File: src/rtl/serial_adder_pkg.sv
// Shared definitions for the bit-serial add controller.
//   ST_IDLE / ST_RUN / ST_DONE : controller state encoding
//   SA_WIDTH                   : default operand/result width
package serial_adder_pkg;

    localparam logic [1:0] ST_IDLE = 2'd0;
    localparam logic [1:0] ST_RUN  = 2'd1;
    localparam logic [1:0] ST_DONE = 2'd2;

    localparam int SA_WIDTH = 8;

endpackage

File: src/rtl/fa_bit_cell.sv
// Single full-adder cell, purely combinational.
//   a, b, c : input bits (c is carry-in)
//   s       : sum bit
//   co      : carry-out (majority of a, b, c)
module fa_bit_cell (
    input  logic a,
    input  logic b,
    input  logic c,
    output logic s,
    output logic co
);

    assign s  = a ^ b ^ c;
    assign co = (a & b) | (a & c) | (b & c);

endmodule

File: src/rtl/serial_adder_ctrl.sv
// Bit-serial add controller: accepts a, b, cin over a valid/ready handshake,
// steps one full-adder cell LSB-first for WIDTH cycles, then presents
// {cout, sum} over a second valid/ready handshake.
//   clk, rst_n          : clock, async active-low reset
//   in_valid, in_ready  : operand handshake (ready only in IDLE)
//   a, b, cin           : operands, sampled on accept
//   out_valid, out_ready: result handshake (valid only in DONE)
//   sum, cout           : registered result
//   busy                : high in RUN or DONE
//
// state   | meaning
// --------+---------------------------------------------
// ST_IDLE | waiting for operands, previous result held
// ST_RUN  | one bit per cycle through the full-adder cell
// ST_DONE | result presented until the sink takes it
module serial_adder_ctrl
    import serial_adder_pkg::*;
#(
    parameter int WIDTH = SA_WIDTH
) (
    input  logic             clk,
    input  logic             rst_n,
    input  logic             in_valid,
    output logic             in_ready,
    input  logic [WIDTH-1:0] a,
    input  logic [WIDTH-1:0] b,
    input  logic             cin,
    output logic             out_valid,
    input  logic             out_ready,
    output logic [WIDTH-1:0] sum,
    output logic             cout,
    output logic             busy
);

    localparam int CNT_W = $clog2(WIDTH);
    localparam logic [CNT_W-1:0] CNT_LAST = CNT_W'(WIDTH - 1);

    logic [1:0]       state;
    logic [1:0]       state_nxt;
    logic [WIDTH-1:0] a_sh;
    logic [WIDTH-1:0] b_sh;
    logic             carry;
    logic [CNT_W-1:0] cnt;
    logic             s_bit;
    logic             c_next;
    logic             last_bit;

    assign last_bit = (cnt == CNT_LAST);

    fa_bit_cell u_fa (
        .a  (a_sh[0]),
        .b  (b_sh[0]),
        .c  (carry),
        .s  (s_bit),
        .co (c_next)
    );

    always_ff @(posedge clk or negedge rst_n) begin
        if (!rst_n) begin
            state <= ST_IDLE;
        end else begin
            state <= state_nxt;
        end
    end

    always_comb begin
        state_nxt = state;
        case (state)
            ST_IDLE: if (in_valid)  state_nxt = ST_RUN;
            ST_RUN:  if (last_bit)  state_nxt = ST_DONE;
            ST_DONE: if (out_ready) state_nxt = ST_IDLE;
            default:                state_nxt = ST_IDLE;
        endcase
    end

    always_comb begin
        in_ready  = (state == ST_IDLE);
        out_valid = (state == ST_DONE);
        busy      = (state == ST_RUN) || (state == ST_DONE);
    end

    always_ff @(posedge clk or negedge rst_n) begin
        if (!rst_n) begin
            a_sh  <= '0;
            b_sh  <= '0;
            carry <= 1'b0;
            cnt   <= '0;
            sum   <= '0;
            cout  <= 1'b0;
        end else begin
            case (state)
                ST_IDLE: begin
                    if (in_valid) begin
                        a_sh  <= a;
                        b_sh  <= b;
                        carry <= cin;
                        cnt   <= '0;
                    end
                end
                ST_RUN: begin
                    carry <= c_next;
                    sum   <= {s_bit, sum[WIDTH-1:1]};
                    a_sh  <= a_sh >> 1;
                    b_sh  <= b_sh >> 1;
                    // Hold the counter at the terminal value so it never wraps.
                    if (last_bit) begin
                        cout <= c_next;
                    end else begin
                        cnt <= cnt + CNT_W'(1);
                    end
                end
                default: begin
                end
            endcase
        end
    end

endmodule

File: config.mk
export PLATFORM = sky130hd
export DESIGN_NAME = serial_adder_ctrl
export DESIGN_NICKNAME = d
export VERILOG_FILES = /design/src/rtl/serial_adder_pkg.sv /design/src/rtl/fa_bit_cell.sv /design/src/rtl/serial_adder_ctrl.sv
export SDC_FILE = /design/constraint.sdc
export NUM_CORES = 1
export LEC_CHECK = 0
export CAP_MARGIN = 20
export CORE_ASPECT_RATIO = 1.75
export CORE_MARGIN = 3
export CORE_UTILIZATION = 49
export CTS_BUF_LIST = sky130_fd_sc_hd__clkbuf_8
export DETAILED_ROUTE_END_ITERATION = 16
export PLACE_DENSITY = 0.75
export SYNTH_ARGS = -nofsm -noshare
export SYNTH_HDL_FRONTEND = slang
export SYNTH_HIERARCHICAL = 1
export SYNTH_SLANG_ARGS = --single-unit
File: constraint.sdc
create_clock -name clk -period 1.75 [get_ports clk]
set_input_delay 0.525 -clock clk [delete_from_list [all_inputs] [get_ports clk]]
set_output_delay 0.525 -clock clk [all_outputs]
set_load 0.01 [all_outputs]
==> out/metrics.cfg, run 1 <==
[setup_path]
cp_num_buf_inv = 1
crit_arrival_ps = 1180
cpPeakStageDelay_ps = 540
cp.required_ps = 1220
crit_chain = clkdlybuf4s50_1
crit_type = register to output port
crit_path_start_kind = register
worstSetupEndpointType = output port
crit_path_top_delay_cell = clkdlybuf4s50_1
critPathTopFamily = buffers and inverters
critPathMaxFanout = 3

[outcome]
status = completed

[detailed_routing]
drc = 0
routed_wl_um = 2920
drt_first_pass_iters = 2
wl_per_cell_um = 14.6
ant_nets = 0
drt_iter0_drc = 11
vias_per_cell = 5.41
routed-via-count = 1082

[floorplan]
rows = 25
die_area_um2 = 3770
coreArea_um2 = 2820
die_h_um = 79.0
start_util_pct = 53.0
die_x_um = 47.7
pin_count = 33

[cts]
numCtsBuffers = 5
clk_pin_slew_ps = 60
post_cts_buffers = 0
ctsRootBufferMaster = clkbuf_8
clock_path_buffers = 2
insertion_delay_ps = 280
numClockSinks = 31
tritoncts = done
htreeDepth = 2

[synthesis]
synth.largest_area_cell = dfrtp_1
synthAdderAreaFrac_pct = 6.37
muxShareOfSynthArea_pct = 19.9
ys_seq_area_share_pct = 52.0
synth_nets = 154
synth_top_family_by_area = multiplexers
synth_cell_types = 20
synth_top_area_share_pct = 52.0
synth_seq_cells = 31
yosysWarnings = 6
synth_xor_area_share_pct = 0
avgSynthCellArea_um2 = 11.8
synth-simple-area-share_pct = 8.38
syn_inst = 126
syn_area_um2 = 1490
synth-compound-area-share_pct = 9.47
synth_area_leaders = dfrtp_1, mux2i_1, mux2_1

[sta]
finalHoldViolations = 0
slew_headroom_pct = 74.1
worstMarginPinSlew_ps = 389
rsz0062_at_grt = false
fin_tns_setup_ps = 0
period_share_pct = 97.2
slew_viol_final = 0
finClkSkew_ps = 3.22
setup_viol = 0
finalCriticalPeriod_ps = 1700
finalHoldWorstSlack_ps = 488
fmax_mhz = 588

[final_layout]
areaGrowthSynthToFinish_pct = 36.0
layout-drive-gt1-share_pct = 19.1
antenna_cells = 0
fin_nets = 200
final_cell_mix = dfrtp_1, clkdlybuf4s50_1, nand2_1
final_common_cell = dfrtp_1
final_area_um2 = 2030

[global_routing]
grt_pass1_wl_um = 4910
grt_usage_pct = 18.5
grt_pass1_vias = 1183
antenna_found_initial = 0
grt_max_degree = 32
grt_overflow_total = 0

[pwr]
pwr_density_cell_nw_per_um2 = 1860
finalPower_mw = 3.78
p_leak_nw = 0.986
ir_drop_uv = 1110

[placement]
gp_congestion = 0.733
port_buffers = 32
dp.final_hpwl_um = 2180
placedInstanceArea_um2 = 1910

[run]
max-cap-violations = 0

[worst_hold_path]
hold_class = register to register

==> through the flow <==
step	utilization, %	std cells	setup slack, ps
floorplan	-	126	165
global placement	68.0	192	-112
detailed placement	68.0	192	-161
CTS	71.8	200	6.20
global route	72.1	200	2.40
finish	72.1	200	49.7
==> worst paths after layout <==
kind	from	endpoint	slack, ps	depth (start not counted)
max in group asynchronous	rst_n	a_sh[7]	830	2
min in group asynchronous	rst_n	b_sh[5]	630	2
min reg2reg	sum[0]	sum[0]	490	1
min	sum[0]	sum[0]	490	1
max reg2reg	cnt[0]	state[1]	110	5
max	sum[4]	sum[4]	50	1
==> logic make-up (layout without fill, tap and decap cells) <==
family / count (synthesis) / in the layout
buf+inv: 10 / 57
compound gates: 24 / 24
mux: 27 / 27
simple gates: 27 / 27
fa+ha+maj: 7 / 7
flops: 31 / 31
==> report_power, final <==
part / switching, mW / leakage [nW] / internal [mW]
registers: 0.204 / 0.386 / 1.07
clock network: 0.257 / 0.0612 / 0.460
logic: 0.840 / 0.539 / 0.948
total: 1.30 / 0.986 / 2.48
==> what timing repair did <==
item | CTS | global route
endpoints found under the setup margin | 5 | 10
hold buffers | 0 | 0
gates resized for setup | 9 | 10
==> layer usage <==
| layer | GRT usage (%) | part of all wire [%] | vias to the layer above |
|---|---|---|---|
| li1 | - | - | 523 |
| met1 | 19.0 | 39 | 528 |
| met2 | 30.6 | 55 | 24 |
| met3 | 6.12 | 4.1 | 7 |
| met4 | 10.5 | 2.4 | 0 |
| met5 | 0 | 0 | - |
==> cell type report <==
cell class                      instances  area, um2
Clock buffer                            6       82.6
Clock inverter                          2       35.0
Fill cell                             219        785
Inverter                                4       15.0
Multi-Input combinational cell         85        663
Sequential cell                        31        776
Tap cell                               27       33.8
Timing Repair Buffer                   45        425
==> sequential cells by signal, indices dropped and copies added, names as in the netlist <==
name   flops
a_sh       8
b_sh       8
cout       1
state      2
cnt        3
carry      1
sum        8
==> cells in the mapped netlist, drive strengths merged <==
cell / number
o21ai: 20
and2b: 1
fa: 1
nand2: 21
mux2i: 16
a22o: 3
a221oi: 1
dfrtp: 31
mux2: 11
ha: 6
nand2b: 4
buf: 6
inv: 4
or2: 1
Note: power is estimated with default switching activity, not from simulation.
==> run 2, diff against run 1 <==
- PLACE_DENSITY: 0.75 -> 0.89
- RECOVER_POWER: not set -> 100
- SYNTH_HIERARCHICAL: 1 -> not set
==> run 2 against run 1 <==
  * Via count decreased by 2.4%
  * Setup slack got worse by 13 ps
  * Critical endpoint is now sum[6]
  * Register-to-register slack got worse by 30 ps
  * Combinational power decreased by 4%
  * Critical path depth unchanged
  * Sequential power about the same
  * Sequential share of layout area increased by 1.6 points
  * Global-route usage is 1.4 points lower
  * Cell area shrank 4.1%
  * Largest cell class unchanged
==> out/metrics.cfg, run 2 <==
[synthesis]
synth.top_cells.by_count = dfrtp_1, nand2_1, o21ai_1, mux2i_1, mux2_1
synth.largest_area_cell = dfrtp_1
ys_seq_area_share_pct = 52.0  ; unchanged
synth_most_common_cell = dfrtp_1
yosysWarnings = 0  ; -6
muxShareOfSynthArea_pct = 19.9  ; unchanged
synthAdderAreaFrac_pct = 6.37  ; unchanged
synth_edf_count = 0  ; unchanged
syn_area_um2 = 1490  ; unchanged
syn_inst = 126  ; unchanged
synth_cell_types = 20  ; unchanged
synth_ff_type = dfrtp_1
synth_seq_cells = 31  ; unchanged
synth_top_area_share_pct = 52.0  ; unchanged
synth-compound-area-share_pct = 9.47  ; unchanged
synth_xor_area_share_pct = 0  ; unchanged
avgSynthCellArea_um2 = 11.8  ; unchanged
async_reset_ff_share_pct = 100  ; unchanged
synth_nets = 154  ; unchanged
synth_top_family_by_area = multiplexers
synth-simple-area-share_pct = 8.38  ; unchanged
synth_area_leaders = dfrtp_1, mux2i_1, mux2_1

[detailed_routing]
routed_wl_um = 2840  ; -2.6%
ant_nets = 0  ; unchanged
wl_per_cell_um = 14.6  ; about the same
drt_iter0_drc = 22  ; +11
routed-via-count = 1056  ; -2.4%
vias_per_cell = 5.42  ; about the same
drc = 0  ; unchanged
drt_first_pass_iters = 4  ; +2

[global_routing]
grt_max_degree = 35  ; +9.4%
antenna_found_initial = 0  ; unchanged
grt_overflow_total = 0  ; unchanged
grt_pass1_vias = 1052  ; -11%
grt_pass1_wl_um = 4530  ; -7.9%
grt_usage_pct = 17.2  ; -1.4 points

[floorplan]
die_x_um = 47.7  ; unchanged
die_h_um = 79.0  ; unchanged
coreArea_um2 = 2820  ; unchanged
pin_count = 33  ; unchanged
rows = 25  ; unchanged
start_util_pct = 53.0  ; unchanged
die_area_um2 = 3770  ; unchanged

[pwr]
ir_drop_uv = 972  ; -12%
finalPower_mw = 3.51  ; -7.0%
power.share.sequential_pct = 36.5  ; +2.8 points
p_sw_share_pct = 36.7  ; +2.3 points
combPwrFrac_pct = 48.8  ; +1.4 points
pwr_density_cell_nw_per_um2 = 1800  ; -3.0%
p_switching_mw = 1.29  ; -0.85%
internal_power_mw = 2.22  ; -10%
p_leak_nw = 0.897  ; -9.1%
clkPwrFrac_pct = 14.7  ; -4.3 points

[sta]
finClkSkew_ps = 6.80  ; +3.58 ps
slew_headroom_pct = 50.7  ; -23 points
finalHoldViolations = 0  ; unchanged
fin_ws_ps = 36.9  ; -12.8 ps
finalHoldWorstSlack_ps = 483  ; -5.17 ps
worstMarginPinSlew_ps = 739  ; +351 ps
fin_tns_setup_ps = 0  ; unchanged
fmax_mhz = 584  ; -0.75%
slew_viol_final = 0  ; unchanged
setup_viol = 0  ; unchanged
finalCriticalPeriod_ps = 1710  ; +12.8 ps
period_share_pct = 97.9  ; +0.73 points
rsz0062_at_grt = true

[setup_path]
crit_arrival_ps = 1190  ; about the same
reg2reg_slack_ps = 80  ; -30 ps
crit_chain = clkdlybuf4s50_1
cpPeakStageDelay_ps = 550  ; about the same
endpoint = sum[6]
critPathMaxFanout = 3  ; unchanged
cp.depth = 1  ; unchanged
critPathTopFamily = buffers and inverters
r2r-end = cout
timing.rr.start = state[1]
crit_path_top_delay_cell = clkdlybuf4s50_1
startpoint = sum[6]
crit_path_start_kind = register
cp_num_buf_inv = 1  ; unchanged
worstSetupEndpointType = output port
cp.required_ps = 1220  ; about the same
r2r_cells = 6  ; +1
crit_type = register to output port

[final_layout]
final_area_um2 = 1950  ; -4.1%
fin_util_pct = 69.2  ; -3.0 points
fin_nets = 195  ; -2.5%
layout-drive-gt1-share_pct = 13.1  ; -6.0 points
areaGrowthSynthToFinish_pct = 30.4
final_common_cell = dfrtp_1
reg_top3 = a_sh (8), b_sh (8), sum (8)
antenna_cells = 0  ; unchanged
final_cell_mix = dfrtp_1, clkdlybuf4s50_1, nand2_1
stdcell_count = 195  ; -2.5%

[placement]
placedInstanceArea_um2 = 1880  ; -2.0%
dp.cells = 187  ; -2.6%
pre_cts_ws_ps = -217  ; -56.3 ps
dp.final_hpwl_um = 2180  ; -0.31%
port_buffers = 32  ; unchanged
gp_congestion = 0.781  ; +6.5%

[cts]
htreeDepth = 2  ; unchanged
clock_path_buffers = 2  ; unchanged
tritoncts = done
numClockSinks = 31  ; unchanged
postCtsHoldBufs = 0  ; unchanged
post_cts_buffers = 0  ; unchanged
clk_pin_slew_ps = 60  ; about the same
ctsRootBufferMaster = clkbuf_8
insertion_delay_ps = 280  ; about the same
numCtsBuffers = 5  ; unchanged

[worst_hold_path]
hold_class = register to register

[outcome]
status = completed

[run]
max-cap-violations = 0  ; unchanged

-- run 2: cell counts after synthesis --
No cell type changed its count.
-- run 2: kinds of logic after synthesis --
group,count (synthesis)
flops,31
mux,27
simple gates,27
compound gates,24
buf+inv,10
fa+ha+maj,7
-- run 2: final cells by class --
type	count	area (um2)
clock inverter	3	12.5
tap	27	33.8
inverter	4	15.0
multi-input combinational	85	671
sequential	31	776
fill	206	868
clock buffer	5	68.8
timing repair buffer	40	370
-- run 2: how the worst min path moves through the flow --
stage                        from  endpoint  depth (start not counted)  slack (ps)
after detailed placement  b_sh[7]   b_sh[7]                          2         480
after floorplan             rst_n   a_sh[0]                          0         230
final                     b_sh[7]   b_sh[7]                          2         480
after global routing      a_sh[6]   a_sh[6]                          2         520
after CTS                 b_sh[7]   b_sh[7]                          2         490
after global placement    a_sh[7]   a_sh[7]                          2         470
-- run 2: worst min-delay path, cell delays in order, from the launching register on --
cell	delay [ps]
dfrtp_1	340
nand2_1	50
o21ai_1	60
-- run 2: what timing repair did --
action / 4_1_cts / 5_1_grt
pin swaps: 0 / 0
endpoints found under the setup margin: 4 / 10
gates resized for setup: 7 / 9
-- run 2: metal layers --
metal  vias to the layer above  routed length (um)  track usage (%)
met3                        12                 141             4.99
met5                         -                   0                0
li1                        513                   -                -
met4                         0                 106             10.8
met2                        30                1540             28.6
met1                       501                1060             17.2
-- run 2: power groups by stage --
| stage | sequential [mW] | clock (mW) | combinational, mW |
|---|---|---|---|
| 6_report | 1.28 | 0.517 | 1.71 |
| 4_1_cts | 1.28 | 0.530 | 1.80 |
| 2_1_floorplan | 1.29 | 0 | 1.15 |
| 5_1_grt | 1.33 | 0.562 | 1.89 |
| 3_5_place_dp | 1.30 | 0 | 1.83 |
| 3_3_place_gp | 1.26 | 0 | 1.71 |
